$ cat src/rtl/mips_run_pkg.sv
// Shared state encoding and parameter defaults for the MIPS run controller.
package mips_run_pkg;
  typedef enum logic [2:0] {
    ST_IDLE,
    ST_LOAD,
    ST_ARMED,
    ST_RUN,
    ST_DONE
  } run_state_t;

  localparam int DEF_INSTR_W     = 32;
  localparam int DEF_ADDR_W      = 8;
  localparam int DEF_IMEM_DEPTH  = 256;
  localparam int DEF_CNT_W       = 32;
  localparam int DEF_TIMEOUT     = 10000;
  localparam int DEF_HALT_REPEAT = 2;
endpackage

$ cat src/rtl/mips_halt_detect.sv
// Detects a CPU that keeps presenting the same unstalled PC (self-loop halt).
module mips_halt_detect #(
  parameter int ADDR_W      = 8,
  parameter int HALT_REPEAT = 2
) (
  input  logic              clock,
  input  logic              reset,
  input  logic              restart,
  input  logic              active,
  input  logic [ADDR_W-1:0] pc,
  input  logic              stall,
  output logic              halt
);
  localparam int HW = $clog2(HALT_REPEAT + 1);

  logic [ADDR_W-1:0] prev_pc;
  logic              first;
  logic [HW-1:0]     count;
  logic [HW-1:0]     count_next;

  // The first active cycle has no meaningful previous PC, so it never counts.
  always_comb begin
    count_next = count;
    if (active && !first && !stall) begin
      count_next = (pc == prev_pc) ? count + HW'(1) : '0;
    end
  end

  assign halt = active && (count_next == HW'(HALT_REPEAT));

  always_ff @(posedge clock) begin
    if (reset || restart) begin
      prev_pc <= '0;
      first   <= 1'b1;
      count   <= '0;
    end else begin
      prev_pc <= pc;
      if (active) begin
        first <= 1'b0;
        count <= count_next;
      end
    end
  end
endmodule

$ cat src/rtl/mips_run_controller.sv
// Loads a program into instruction memory, then runs the CPU until it halts
// on a repeated PC or hits the cycle timeout.
module mips_run_controller
  import mips_run_pkg::*;
#(
  parameter int INSTR_W     = DEF_INSTR_W,
  parameter int ADDR_W      = DEF_ADDR_W,
  parameter int IMEM_DEPTH  = DEF_IMEM_DEPTH,
  parameter int CNT_W       = DEF_CNT_W,
  parameter int TIMEOUT     = DEF_TIMEOUT,
  parameter int HALT_REPEAT = DEF_HALT_REPEAT
) (
  input  logic               clock,
  input  logic               reset,
  input  logic               clear,
  input  logic               load_valid,
  output logic               load_ready,
  input  logic [INSTR_W-1:0] load_data,
  input  logic               load_last,
  input  logic               start,
  output logic               imem_we,
  output logic [ADDR_W-1:0]  imem_addr,
  output logic [INSTR_W-1:0] imem_wdata,
  output logic               cpu_reset,
  output logic               cpu_run,
  input  logic [ADDR_W-1:0]  cpu_pc,
  input  logic               cpu_stall,
  output logic [ADDR_W:0]    word_count,
  output logic [CNT_W-1:0]   cycle_count,
  output logic               busy,
  output logic               done,
  output logic               timeout,
  output logic               overflow
);
  localparam logic [ADDR_W:0]  LAST_WORD = (ADDR_W + 1)'(IMEM_DEPTH - 1);
  localparam logic [CNT_W-1:0] LAST_CYC  = CNT_W'(TIMEOUT - 1);

  run_state_t state;
  logic       handshake;
  logic       halt;
  logic       restart;

  // Load handshake: a word transfers in any cycle where load_valid and
  // load_ready are both high; load_ready depends only on state, never on valid.
  assign load_ready = (state == ST_IDLE) || (state == ST_LOAD);
  assign handshake  = load_valid && load_ready;
  assign imem_we    = handshake;
  assign imem_addr  = word_count[ADDR_W-1:0];
  assign imem_wdata = handshake ? load_data : '0;

  assign cpu_reset  = (state == ST_IDLE) || (state == ST_LOAD) || (state == ST_ARMED);
  assign cpu_run    = (state == ST_RUN);
  assign busy       = (state == ST_LOAD) || (state == ST_RUN);
  assign done       = (state == ST_DONE);

  assign restart = clear || ((state == ST_ARMED) && start);

  mips_halt_detect #(
    .ADDR_W      (ADDR_W),
    .HALT_REPEAT (HALT_REPEAT)
  ) u_halt (
    .clock   (clock),
    .reset   (reset),
    .restart (restart),
    .active  (cpu_run),
    .pc      (cpu_pc),
    .stall   (cpu_stall),
    .halt    (halt)
  );

  always_ff @(posedge clock) begin
    if (reset || clear) begin
      state       <= ST_IDLE;
      word_count  <= '0;
      cycle_count <= '0;
      timeout     <= 1'b0;
      overflow    <= 1'b0;
    end else begin
      case (state)
        ST_IDLE, ST_LOAD: begin
          if (handshake) begin
            word_count <= word_count + (ADDR_W + 1)'(1);
            if (load_last) begin
              state <= ST_ARMED;
            end else if (word_count == LAST_WORD) begin
              overflow <= 1'b1;
              state    <= ST_ARMED;
            end else begin
              state <= ST_LOAD;
            end
          end
        end
        ST_ARMED: begin
          if (start) begin
            state       <= ST_RUN;
            cycle_count <= '0;
            timeout     <= 1'b0;
          end
        end
        ST_RUN: begin
          // The exiting cycle is not counted, so cycle_count holds the index
          // of the last RUN cycle; halt beats timeout when both coincide.
          if (halt) begin
            state <= ST_DONE;
          end else if (cycle_count == LAST_CYC) begin
            state   <= ST_DONE;
            timeout <= 1'b1;
          end else if (cycle_count != '1) begin
            cycle_count <= cycle_count + CNT_W'(1);
          end
        end
        ST_DONE: begin
          if (start) begin
            state <= ST_ARMED;
          end
        end
        default: state <= ST_IDLE;
      endcase
    end
  end
endmodule
$ cat config.mk
export PLATFORM = sky130hd
export DESIGN_NAME = mips_run_controller
export DESIGN_NICKNAME = d
export VERILOG_FILES = /design/src/rtl/mips_run_pkg.sv /design/src/rtl/mips_halt_detect.sv /design/src/rtl/mips_run_controller.sv
export SDC_FILE = /design/constraint.sdc
export NUM_CORES = 1
export LEC_CHECK = 0
export ABC_AREA = 1
export BUFFER_PORTS_ARGS = -buffer_cell sky130_fd_sc_hd__clkbuf_2
export CAP_MARGIN = 30
export CORE_MARGIN = 2
export CORE_UTILIZATION = 46
export CTS_CLUSTER_DIAMETER = 60
export CTS_CLUSTER_SIZE = 14
export DETAILED_ROUTE_END_ITERATION = 6
export PLACE_DENSITY_LB_ADDON = 0.12
export REMOVE_ABC_BUFFERS = 1
export SLEW_MARGIN = 10
export SYNTH_ARGS = -nofsm -noshare
export SYNTH_HDL_FRONTEND = slang
export SYNTH_SLANG_ARGS = --single-unit
$ cat constraint.sdc
create_clock -name clock -period 1.8 [get_ports clock]
set_clock_uncertainty 0.05 [all_clocks]
set_input_delay 0.18 -clock clock [delete_from_list [all_inputs] [get_ports clock]]
set_output_delay 0.18 -clock clock [all_outputs]
set_load 0.01 [all_outputs]
==> results of run 1 <==
## critical path, delay by kind of cell (launching register included)
kind	cells	cell delay, ns
simple gates	9	0.91
flops	1	0.34
buf+inv	4	0.47
## registers in the layout (all words and copies together) (netlist names)
name            count
u_halt.first        1
state               3
overflow            1
word_count          9
timeout             1
cycle_count        32
u_halt.prev_pc      8
u_halt.count        2
## cells in the mapped netlist, types with 3 or more instances
library cell	number	area, um2
sky130_fd_sc_hd__nand2_4	4	45.0
sky130_fd_sc_hd__buf_2	7	35.0
sky130_fd_sc_hd__nor2_1	158	593
sky130_fd_sc_hd__buf_4	9	67.6
sky130_fd_sc_hd__clkbuf_1	3	11.3
sky130_fd_sc_hd__nand2_1	153	574
sky130_fd_sc_hd__inv_2	5	18.8
sky130_fd_sc_hd__inv_1	94	353
sky130_fd_sc_hd__xnor2_1	8	70.1
sky130_fd_sc_hd__nand2_2	5	31.3
sky130_fd_sc_hd__nand4_1	11	68.8
sky130_fd_sc_hd__a21oi_2	7	61.3
sky130_fd_sc_hd__buf_1	5	18.8
sky130_fd_sc_hd__nor3_1	23	115
sky130_fd_sc_hd__nand3_1	31	155
sky130_fd_sc_hd__ha_1	3	37.5
sky130_fd_sc_hd__xor2_1	7	61.3
sky130_fd_sc_hd__o21ai_0	16	80.1
sky130_fd_sc_hd__a21oi_1	14	70.1
sky130_fd_sc_hd__dfxtp_1	57	1140
sky130_fd_sc_hd__nand3_2	11	110
## timing repair
item | 4_1_cts | 5_1_grt
hold buffers | 5 | 0
gates cloned | 1 | 0
gates resized for setup | 30 | 47
endpoints found under the setup margin | 68 | 72
hold endpoints to repair | 5 | 0
pin swaps | 9 | 14
buffers inserted | 11 | 3
## power breakdown
part / total, mW / switching, mW / internal [mW]
clock: 1.09 / 0.558 / 0.531
sequential: 1.31 / 0.0202 / 1.28
combinational: 0.483 / 0.273 / 0.210
## how the worst min path moves through the flow
stage	startpoint	to	slack [ns]	cells past startpoint
4_1_cts	cpu_pc[5]	u_halt.prev_pc[5]	0.0008	3
3_5_place_dp	cpu_pc[6]	u_halt.prev_pc[6]	0.36	3
3_3_place_gp	cpu_pc[7]	u_halt.prev_pc[7]	0.35	3
6_report	cpu_pc[5]	u_halt.prev_pc[5]	0.007	3
5_1_grt	cpu_pc[5]	u_halt.prev_pc[5]	0.02	3
2_1_floorplan	cpu_pc[0]	u_halt.prev_pc[0]	0.24	2
## stage by stage
step / setup TNS, ns / instances / hold slack, ns
2_1_floorplan: -19.64 / 631 / 0.242
3_3_place_gp: -0.394 / 936 / 0.354
3_5_place_dp: -3.67 / 936 / 0.356
5_1_grt: -3.70 / 971 / 0.0200
6_report: -1.90 / 971 / 0.00660
4_1_cts: -0.00760 / 969 / 0.000753
## cell type report
cell class | instances | area (um2) | area share
clock buffers | 11 | 141 | 0.0247
inverters | 102 | 403 | 0.0705
repair buffers | 219 | 1390 | 0.243
flip-flops and latches | 57 | 1160 | 0.203
multi-input cells | 472 | 2460 | 0.430
well taps | 105 | 131 | 0.0230
clock inverters | 5 | 31.3 | 0.00547
## per-layer routing
metal  track usage  vias up
met2         0.466      134
met4        0.0748        0
met1         0.365     2167
met5             0        -
li1              -     2429
met3        0.0470       25
## cell families (layout without fill, tap and decap cells)
group | after synthesis | in the layout | share of synthesized area
xor gates and xnor gates | 15 | 15 | 0.0331
buffers and inverters | 129 | 337 | 0.142
DFF | 57 | 57 | 0.288
adders and majority gates | 3 | 3 | 0.00946
AOI/OAI and AO/OA | 45 | 45 | 0.0687
and+or+nand+nor | 409 | 409 | 0.459
==> summary.md, run 1 <==
Measured in cells, the most critical reg-to-reg path has a length of 13. The ratio of routed vias to standard cells is 4.90. Clock period minus worst slack: 1.89 ns. The required time at the worst-slack endpoint came out at 1.99 ns.

The min-delay analysis places its worst path in the category input pin to register. The sum of net half-perimeters after detailed placement is 10.0 mm. The initial antenna violation count was 0.

Relative to the synthesized area, the layout overhead comes to 44.0%. Clock-pin slew was measured on the worst setup and hold paths at 0.07 ns. The highest layer touched by signal routing is met4. STA classifies the critical path endpoint as a register. In this run the horizontal extent of the chip is 96.9 um. The worst setup path is launched from a register. The synthesized netlist occupies a cell area of 3970 um2. For the final core utilization, the log shows 0.689.

The areal power density over the cells is 503 nW/um2. In this design, the critical path's most frequently occurring cell is sky130_fd_sc_hd__nand2_1. Counting along the longest clock path gives a buffer depth of 2.

In this run the vertical extent of the chip is 96.9 um. Across all layers, the routed design uses 4755 vias. The tools report the effective utilization at floorplan as 0.478.

The share of the yosys chip area belonging to registers was 0.288. The top cell types in the final layout, fill and taps aside, are sky130_fd_sc_hd__nand2_1, sky130_fd_sc_hd__nor2_1, sky130_fd_sc_hd__clkbuf_2. The wire length on met2 came out at 6.34 mm. The clock tree synthesis step divided the H-tree into 3 levels.

For the pin with the worst max-slew slack, the measured transition is 0.367 ns. The placed cell area is 5130 um2. TritonCTS created 9 clock buffers. Walking the worst path, the cells encountered are buf_4 > inv_1 > nand4_1 > nor2_1 > nand4_1 > nand2_1 > nand2_2 > nand2_4 > buf_12 > buf_12 > nand2_1 > nand2_1 > nor2_1. Summed over all layers, the global routing overflow is 0. The largest individual stage delay along the critical path comes from the cell sky130_fd_sc_hd__dfxtp_1. The mean cell area of the mapped netlist works out to 6.03 um2. TritonCTS built the clock tree.

End of the critical path: cycle_count[1]. The relative max-transition margin was 0.755. In this run, the number of DRC markers left after iteration 0 of detailed routing was 276. The register bit total from synthesis is 57, and the longest individual stage delay on the worst path is 0.34 ns. Max-cap check violation count: 0.

For the area of the core, the log shows 8300 um2. The checks that failed: negative setup slack. In this run the critical register-to-register path is captured at cycle_count[1].

Setup violations remaining at the end of the flow were counted as 33. The predominant post-synthesis flop cell is sky130_fd_sc_hd__dfxtp_1. The mean routed wirelength per cell was 13.6 um. The floorplan step defined a die boundary enclosing 9390 um2. The worst setup path is of the register to register kind. The logs give 4517 for the number of global-route vias before repair and 658 for the gate count of the mapped netlist. The tree is rooted in a sky130_fd_sc_hd__clkbuf_8. The startpoint identified for the worst register-to-register timing path is cycle_count[11].

The run gives 0 as the number of pins with negative max-slew slack in the final report. The share of flip-flops with an asynchronous set or reset was 0. Worst setup slack after placement: -0.178 ns.

Along the worst path, the maximum fanout reaches 7. The portion of the clock cycle consumed by the worst path in the final layout came out at 1.05. The most critical setup path has its startpoint at cycle_count[11].

The layout has 787 filler cells. The flow ran to the end, but the final reports show violations. For this run, the top clock speed supported by timing is 528 MHz.

The first TritonRoute pass finished after 5 iterations. Across the VDD grid, the largest voltage drop is 0.296 mV. During I/O placement, the number of pins put on the boundary was 136.

The first global-routing pass estimated 21.3 mm of wire. Synthesis instantiated 42 different standard cells from the library. In the final routing, the length of wire on met1 measures 6.01 mm.

The repair_antennas step left the layout with diodes totalling 0. The synthesized design contains 0 enable-type register cells. In the routed design, unresolved DRC markers number 0. The clock insertion delay at the later pin of the skew report is 0.35 ns. The global-route usage over all layers was 0.277. The global placer's final weighted congestion was 0.940; the count of endpoints failing hold in the final timing report was 0. The number of warnings issued by yosys was 0; the number of placement rows was 33. For the worst setup path, the data arrival time is 2.08 ns. The share of final-layout standard cells stronger than drive strength 1 was 0.380. The tools report the post-route worst setup slack as -0.0937 ns. Counting every sink on the clock net gives 57. Summing all non-filler instances in the final layout gives an area of 5720 um2. The number of input and output port buffers inserted was 135.

The leading cell type in the layout, fill and taps excluded is sky130_fd_sc_hd__nand2_1. The run gives 13.2 mm as the final wirelength. The number of nets in the finished design was 911; the leakage component of the power was 2.85 nW.

Setup repair after global routing could not meet its margin everywhere. The routed design uses 668 um of met3 wire. Overall power consumption after layout is estimated at 2.88 mW.

Across all register-to-register paths, the minimum setup slack is -0.09 ns. Pin count of the biggest net entering global routing: 33. The count of nets left with antenna violations once routing finished came out at 0.
(Power assumes the default switching activity.)
==> inputs of run 2 (changes only) <==
Settings changed: CAP_MARGIN 30 to unset.
Clock period 1.8 ns to 1.65 ns, I/O delays scaled along.
==> run 2 against run 1 <==
Effect of this change: the flow still finishes with violations (negative setup slack); total power is 34% higher; final area is 22% higher; count of clock-buffer cells in the layout is the same; critical endpoint is now cycle_count[31]; largest power group is now the clock network.
==> summary.md, run 2 (synthesis results as in run 1) <==
The sequential power share was 0.368 (-0.086). The cell sitting at the root of the clock tree is a sky130_fd_sc_hd__clkbuf_8. The number of antenna cells inserted is 0 (unchanged).

The run gives 0 (unchanged) as the initial antenna violation count. The wire length of the first global-routing pass was 24.1 mm (+13%). The area of the core was 8300 um2 (unchanged); the I/O pin count was 136 (unchanged).

The count of nets left with antenna violations after detail routing came out at 0 (unchanged). The checks that failed: negative setup slack. STA classifies the critical path endpoint as a register. Setup repair after global routing could not meet its margin everywhere.

The tools report the pin count of the biggest net entering global routing as 33 (unchanged). The number of nets in the finished design is 978 (+7.4%), and the aggregate global routing overflow is 0 (unchanged). The register with the most flip-flops is cycle_count. The run gives 0.717 (-0.0382) as the relative max-transition margin. The tools report the startpoint class of the critical path as a register.

The final setup violation count was 76 (+130%). Share of final-layout standard cells stronger than drive strength 1: 0.501 (+0.121). The vertical die dimension is 96.9 um (unchanged). The maximum ir drop on the vdd rail is 0.359 mV (+21%), and the combinational fraction of design power is 0.224 (+0.056). The run gives -15.77 ns (-13.87 ns) as the post-route setup TNS. The clock input transition at the sequential cells of the worst setup and hold paths is 0.08 ns (about the same). The largest registers in the layout are cycle_count x32, word_count x9, u_halt.prev_pc x8. The area growth from synthesis to layout was 76.2%; the number of input and output port buffers inserted was 135 (unchanged). For the global placer's final weighted congestion, the log shows 0.958 (+1.9%). The number of global-route vias before repair was 5013 (+11%); the switching power of the nets was 1.17 mW (+38%). The effective utilization at floorplan was 0.478 (unchanged); the detailed-route DRC error count was 0 (unchanged).

The tools report the clock insertion delay at the later pin of the skew report as 0.38 ns (+0.03 ns). The critical path is of the register to register type. The number of placement rows is 33 (unchanged). The logs give 6990 um2 (+22%) for the post-layout instance area and 3.40 nW (+19%) for the leakage component of the power. Arrival time at the worst endpoint: 2.27 ns (+0.19 ns).

Overall die area: 9390 um2 (unchanged). Leaving out fill and tap cells, the most frequent cell in the layout is sky130_fd_sc_hd__nand2_1. The number of violations reported at the end of detailed-routing iteration 0 was 573 (+110%); the clock sink count was 57 (unchanged). The post-route worst setup slack was -0.392 ns (-0.299 ns); the detailed-router iteration count before antenna repair was 5 (unchanged). The max-cap check violation count was 0 (unchanged). TritonCTS built the clock tree.

The logs give 3 (unchanged) for the number of levels in the clock H-tree and 0 (unchanged) for the number of pins with negative max-slew slack in the final report. For the sum of net half-perimeters after detailed placement, the log shows 10.4 mm (+3.3%). Number of filler instances in the final layout: 497 (-37%). The slew at the pin closest to its max-slew limit works out to 0.424 ns (+0.0573 ns).

The count of endpoints failing hold in the final timing report came out at 0 (unchanged). The switching part of the total is 0.303 (+0.00755), and the ratio of routed vias to standard cells is 5.56 (+14%). The largest fanout on the critical path was 4 (-3); the placed cell area was 5570 um2 (+8.6%). The final wirelength came out at 18.9 mm (+43%).

The worst setup slack after placement is -0.260 ns (-0.0822 ns). The number of clock buffers inserted by TritonCTS was 9 (unchanged); the clock period minus worst slack was 2.04 ns (+0.149 ns). The portion of the clock cycle consumed by the worst path in the final layout is 1.24 (+0.186).

The min-delay analysis places its worst path in the category input pin to register. The areal power density over the cells is 553 nW/um2 (+9.9%). Leaving out fill and tap cells, the most frequent cells in the layout are sky130_fd_sc_hd__nand2_1, sky130_fd_sc_hd__buf_4, sky130_fd_sc_hd__clkbuf_2. For the maximum clock insertion buffer count, the log shows 2 (unchanged).

The total via count in the routed design was 5776 (+21%); the width of the die was 96.9 um (unchanged). The highest attainable clock frequency was 490 MHz (-7.3%); the global-route usage over all layers was 0.313 (+0.0360). The internal power came out at 2.70 mW (+33%). The tools report the required time at the worst-slack endpoint as 1.87 ns (-0.12 ns). The relative contribution of the clock network to total power came out at 0.407 (+0.028). The flow ran to the end, but the final reports show violations. The number of flip-flops under the largest register name is 32 (unchanged), and the mean routed wirelength per cell is 18.2 um (+34%).
[run 2: final cells by class]
cell class | instances | area (um2) | share of cell area
clock buffer | 11 | 141 | 0.0202
timing repair buffer | 286 | 2200 | 0.314
clock inverter | 5 | 78.8 | 0.0113
sequential | 57 | 1170 | 0.167
multi-input combinational | 472 | 2870 | 0.410
tap | 105 | 131 | 0.0188
inverter | 102 | 404 | 0.0578
[run 2: critical path, stage by stage (launching register included)]
cell and delay [ns]:
sky130_fd_sc_hd__dfxtp_2 0.37, sky130_fd_sc_hd__buf_4 0.15, sky130_fd_sc_hd__nand3_1 0.19, sky130_fd_sc_hd__nor3_2 0.21, sky130_fd_sc_hd__inv_1 0.16, sky130_fd_sc_hd__nor2_4 0.16, sky130_fd_sc_hd__nand2_1 0.08, sky130_fd_sc_hd__nand2_1 0.06
sky130_fd_sc_hd__nand2_1 0.04, sky130_fd_sc_hd__nor2_1 0.15, sky130_fd_sc_hd__nand3_2 0.11, sky130_fd_sc_hd__a21oi_2 0.23
[run 2: worst paths after layout]
path                                      from                end  slack, ns  cells after the start
worst max-delay path            cycle_count[0]    cycle_count[31]      -0.39                     11
worst min-delay path                 cpu_pc[1]  u_halt.prev_pc[1]      0.004                      3
worst max register to register  cycle_count[0]    cycle_count[31]      -0.39                     11
worst min register to register    u_halt.first       u_halt.first       0.44                      2
[run 2: power by group through the flow]
| stage | sequential, mW | clock, mW | combinational (mW) |
|---|---|---|---|
| after CTS | 1.42 | 1.52 | 0.652 |
| after floorplan | 1.46 | 0 | 0.242 |
| after detailed placement | 1.45 | 0 | 0.514 |
| final | 1.43 | 1.58 | 0.868 |
| after global routing | 1.43 | 1.62 | 0.913 |
| after global placement | 1.45 | 0 | 0.502 |
[run 2: repair_timing]
action,CTS,global route
pin swaps,14,38
gates resized for setup,95,179
buffers inserted,12,10
endpoints found under the setup margin,73,74
hold buffers,7,0
endpoints found under the hold margin,7,0
gates cloned,4,0
[run 2: stage by stage]
step	total power, mW	instances	util	hold slack (ns)
after floorplan	1.70	631	-	0.227
after global placement	1.95	993	0.671	0.339
after detailed placement	1.96	993	0.671	0.342
after CTS	3.59	1031	0.766	0.00849
after global routing	3.96	1038	0.843	0.0355
final	3.87	1038	0.843	0.00408
[run 2: per-layer routing]
metal  wire length, um  share of wire  vias to the layer above  global-route usage
met2              9090           0.48                      430               0.518
met3              1690          0.090                      133              0.0520
met1              6880           0.36                     2640               0.409
met5                 0              0                        -                   0
li1                  -              -                     2573                   -
met4              1240          0.066                        0               0.115
==> inputs of run 3 (changes only) <==
Settings changed: PLACE_DENSITY_LB_ADDON 0.12 to 0.05.
==> run 3 against run 2 <==
Effect of this change: the run ends with design-rule violations, negative setup slack left; non-clock buffer count is 9 higher; maximum frequency is 5.5% higher; register-to-register slack better by 0.11 ns; sequential share of layout area is 0.37 points lower; combinational power is 3.7% higher; largest cell class unchanged; clock power hardly changed; via count is 0.31% lower; die area stayed put; total power is 0.75% higher.
==> summary.md, run 3 (synthesis results as in run 1) <==
For the count of nets left with antenna violations after detail routing, the log shows 0 (unchanged). The logs give 0 (unchanged) for the count of endpoints failing hold in the final timing report and 19.3 mm (+2.1%) for the final wirelength. For the highest attainable clock frequency, the log shows 516 MHz (+5.5%). The run gives 0.0274 ns (+0.0233 ns) as the final worst hold slack. The overall power consumption is 3.90 mW (+0.75%). Leaving out fill and tap cells, the most frequent cell in the layout is sky130_fd_sc_hd__buf_4.

The global-route usage over all layers was 0.308 (-0.00460); the number of nets in the finished design was 987 (+0.92%). The maximum ir drop on the vdd rail was 0.390 mV (+8.9%); the post-route worst setup slack was -0.286 ns (+0.106 ns). The share of final-layout standard cells stronger than drive strength 1 is 0.513 (+0.0122). Startpoint class of the critical path: a register. Areal power density over the cells: 547 nW/um2 (-1.1%).

Startpoint-to-endpoint class of the critical path: register to register. The logs give 2 (unchanged) for the maximum clock insertion buffer count and 4 (+4) for the detailed-route DRC error count. The run gives 9.99 mm (-3.7%) as the sum of net half-perimeters after detailed placement. The number of levels in the clock H-tree was 3 (unchanged).

The total area of multi-input combinational cells was 2880 um2 (+0.39%); the pin count of the biggest net entering global routing was 33 (unchanged). The slew at the pin closest to its max-slew limit is 0.403 ns (-0.0210 ns). The depth of the worst register-to-register path was 11 (unchanged).

The tools report the total via count in the routed design as 5758 (-0.31%). The detailed-router iteration count before antenna repair came out at 7 (+2). STA classifies the critical path endpoint as a register.

I/O pin count: 136 (unchanged). The number of antenna cells inserted is 0 (unchanged). The area of the core was 8300 um2 (unchanged). For the number of pins with negative max-slew slack in the final report, the log shows 0 (unchanged).

The number of input and output port buffers inserted was 135 (unchanged); the number of flip-flops under the largest register name was 32 (unchanged). The ratio of routed vias to standard cells works out to 5.50 (-1.2%). The number of stages on the worst hold path works out to 3 (unchanged). For the number of violations reported at the end of detailed-routing iteration 0, the log shows 468 (-18%).

The clock sink count is 57 (unchanged). For the area taken by flip-flops and latches, the log shows 1170 um2 (-0.32%). The effective utilization at floorplan was 0.478 (unchanged); the max-cap check violation count was 0 (unchanged). The global placer's final weighted congestion came out at 0.955 (-0.33%). For the relative max-transition margin, the log shows 0.731 (+0.0140). The post-route setup TNS was -11.90 ns (+3.87 ns); the final setup violation count was 76 (unchanged). TritonCTS built the clock tree. The wire length of the first global-routing pass was 23.8 mm (-1.2%). The checks that failed: design-rule violations, negative setup slack.

Number of filler instances in the final layout: 456 (-8.2%). Setup repair after global routing could not meet its margin everywhere. In the layout the commonest cells are sky130_fd_sc_hd__buf_4, sky130_fd_sc_hd__nand2_1, sky130_fd_sc_hd__clkbuf_2. The aggregate global routing overflow was 0 (unchanged). The tools report the required time at the worst-slack endpoint as 1.86 ns (about the same).

The clock period minus worst slack was 1.94 ns (-0.106 ns); the initial antenna violation count was 0 (unchanged). Mean routed wirelength per cell: 18.4 um (+1.2%). The flow ran to the end, but the final reports show violations. The clock input transition at the sequential cells of the worst setup and hold paths is 0.08 ns (about the same). The setup slack on the worst flop-to-flop path is -0.29 ns (+0.11 ns).

The min-delay analysis places its worst path in the category input pin to register. The number of clock buffers inserted by TritonCTS was 9 (unchanged). The register with the most flip-flops was cycle_count.

The largest fanout on the critical path was 5 (+1); the area growth from synthesis to layout was 79.6%. The clock insertion delay at the later pin of the skew report came out at 0.37 ns (about the same). CTS placed an instance of sky130_fd_sc_hd__clkbuf_8 at the clock tree root.

For the number of placement rows, the log shows 33 (unchanged). The width of the die was 96.9 um (unchanged). The logs give 9390 um2 (unchanged) for the overall die area and 2.15 ns (-0.12 ns) for the arrival time at the worst endpoint. In the final layout, the registers with the most flip-flops are cycle_count x32, word_count x9, u_halt.prev_pc x8. Number of global-route vias before repair: 5057 (+0.88%). The portion of the clock cycle consumed by the worst path in the final layout came out at 1.17 (-0.0643).

The leakage component of the power was 3.44 nW (+1.0%); the vertical die dimension was 96.9 um (unchanged).
[run 3: timing repair]
item | CTS | global route
pin swaps | 16 | 43
buffers inserted | 15 | 18
hold buffers | 7 | 0
hold endpoints to repair | 7 | 0
gates cloned | 4 | 2
gates resized for setup | 114 | 187
setup endpoints to repair | 72 | 79
[run 3: path summary, 6_finish.rpt]
path	start	end
worst max-delay path	state[2]	word_count[7]
worst min-delay path	cpu_pc[1]	u_halt.prev_pc[1]
worst max register to register	state[2]	word_count[7]
worst min register to register	timeout	timeout
[run 3: routing by layer]
metal	global-route usage	wire length, um	share of wire
met1	0.400	6890	0.36
met2	0.525	9480	0.49
met3	0.0499	1780	0.092
met4	0.0932	1170	0.060
met5	0	0	0
[run 3: per-stage QoR]
step           utilization  setup slack (ns)  cells  instance area, um2
3_5_place_dp         0.665            -0.235    991                5520
5_1_grt              0.859            -0.372   1047                7130
4_1_cts              0.775            -0.138   1033                6430
6_report             0.859            -0.286   1047                7130
3_3_place_gp         0.665            -0.186    991                5520
2_1_floorplan            -            -0.837    631                3790
[run 3: power breakdown]
part	leakage, nW	switching, mW	internal [mW]
combinational	2.86	0.471	0.429
sequential	0.470	0.0235	1.40
clock	0.107	0.677	0.896
total	3.44	1.17	2.73
[run 3: layout make-up]
| type | instances | share of cell area |
|---|---|---|
| Inverter | 102 | 0.0578 |
| Multi-Input combinational cell | 472 | 0.404 |
| Clock inverter | 4 | 0.0107 |
| Timing Repair Buffer | 295 | 0.325 |
| Tap cell | 105 | 0.0184 |
| Sequential cell | 57 | 0.164 |
| Clock buffer | 12 | 0.0204 |
[run 3: critical path, cell delays in order (launching register included)]
cell and delay (ns):
sky130_fd_sc_hd__dfxtp_2 0.34, sky130_fd_sc_hd__buf_6 0.12, sky130_fd_sc_hd__nor2_4 0.14, sky130_fd_sc_hd__nand2_4 0.13
sky130_fd_sc_hd__buf_12 0.16, sky130_fd_sc_hd__nor4_2 0.14, sky130_fd_sc_hd__buf_4 0.15, sky130_fd_sc_hd__nand3_1 0.11
sky130_fd_sc_hd__nor2_1 0.17, sky130_fd_sc_hd__nand2_1 0.11, sky130_fd_sc_hd__o21ai_0 0.15, sky130_fd_sc_hd__a21oi_1 0.05
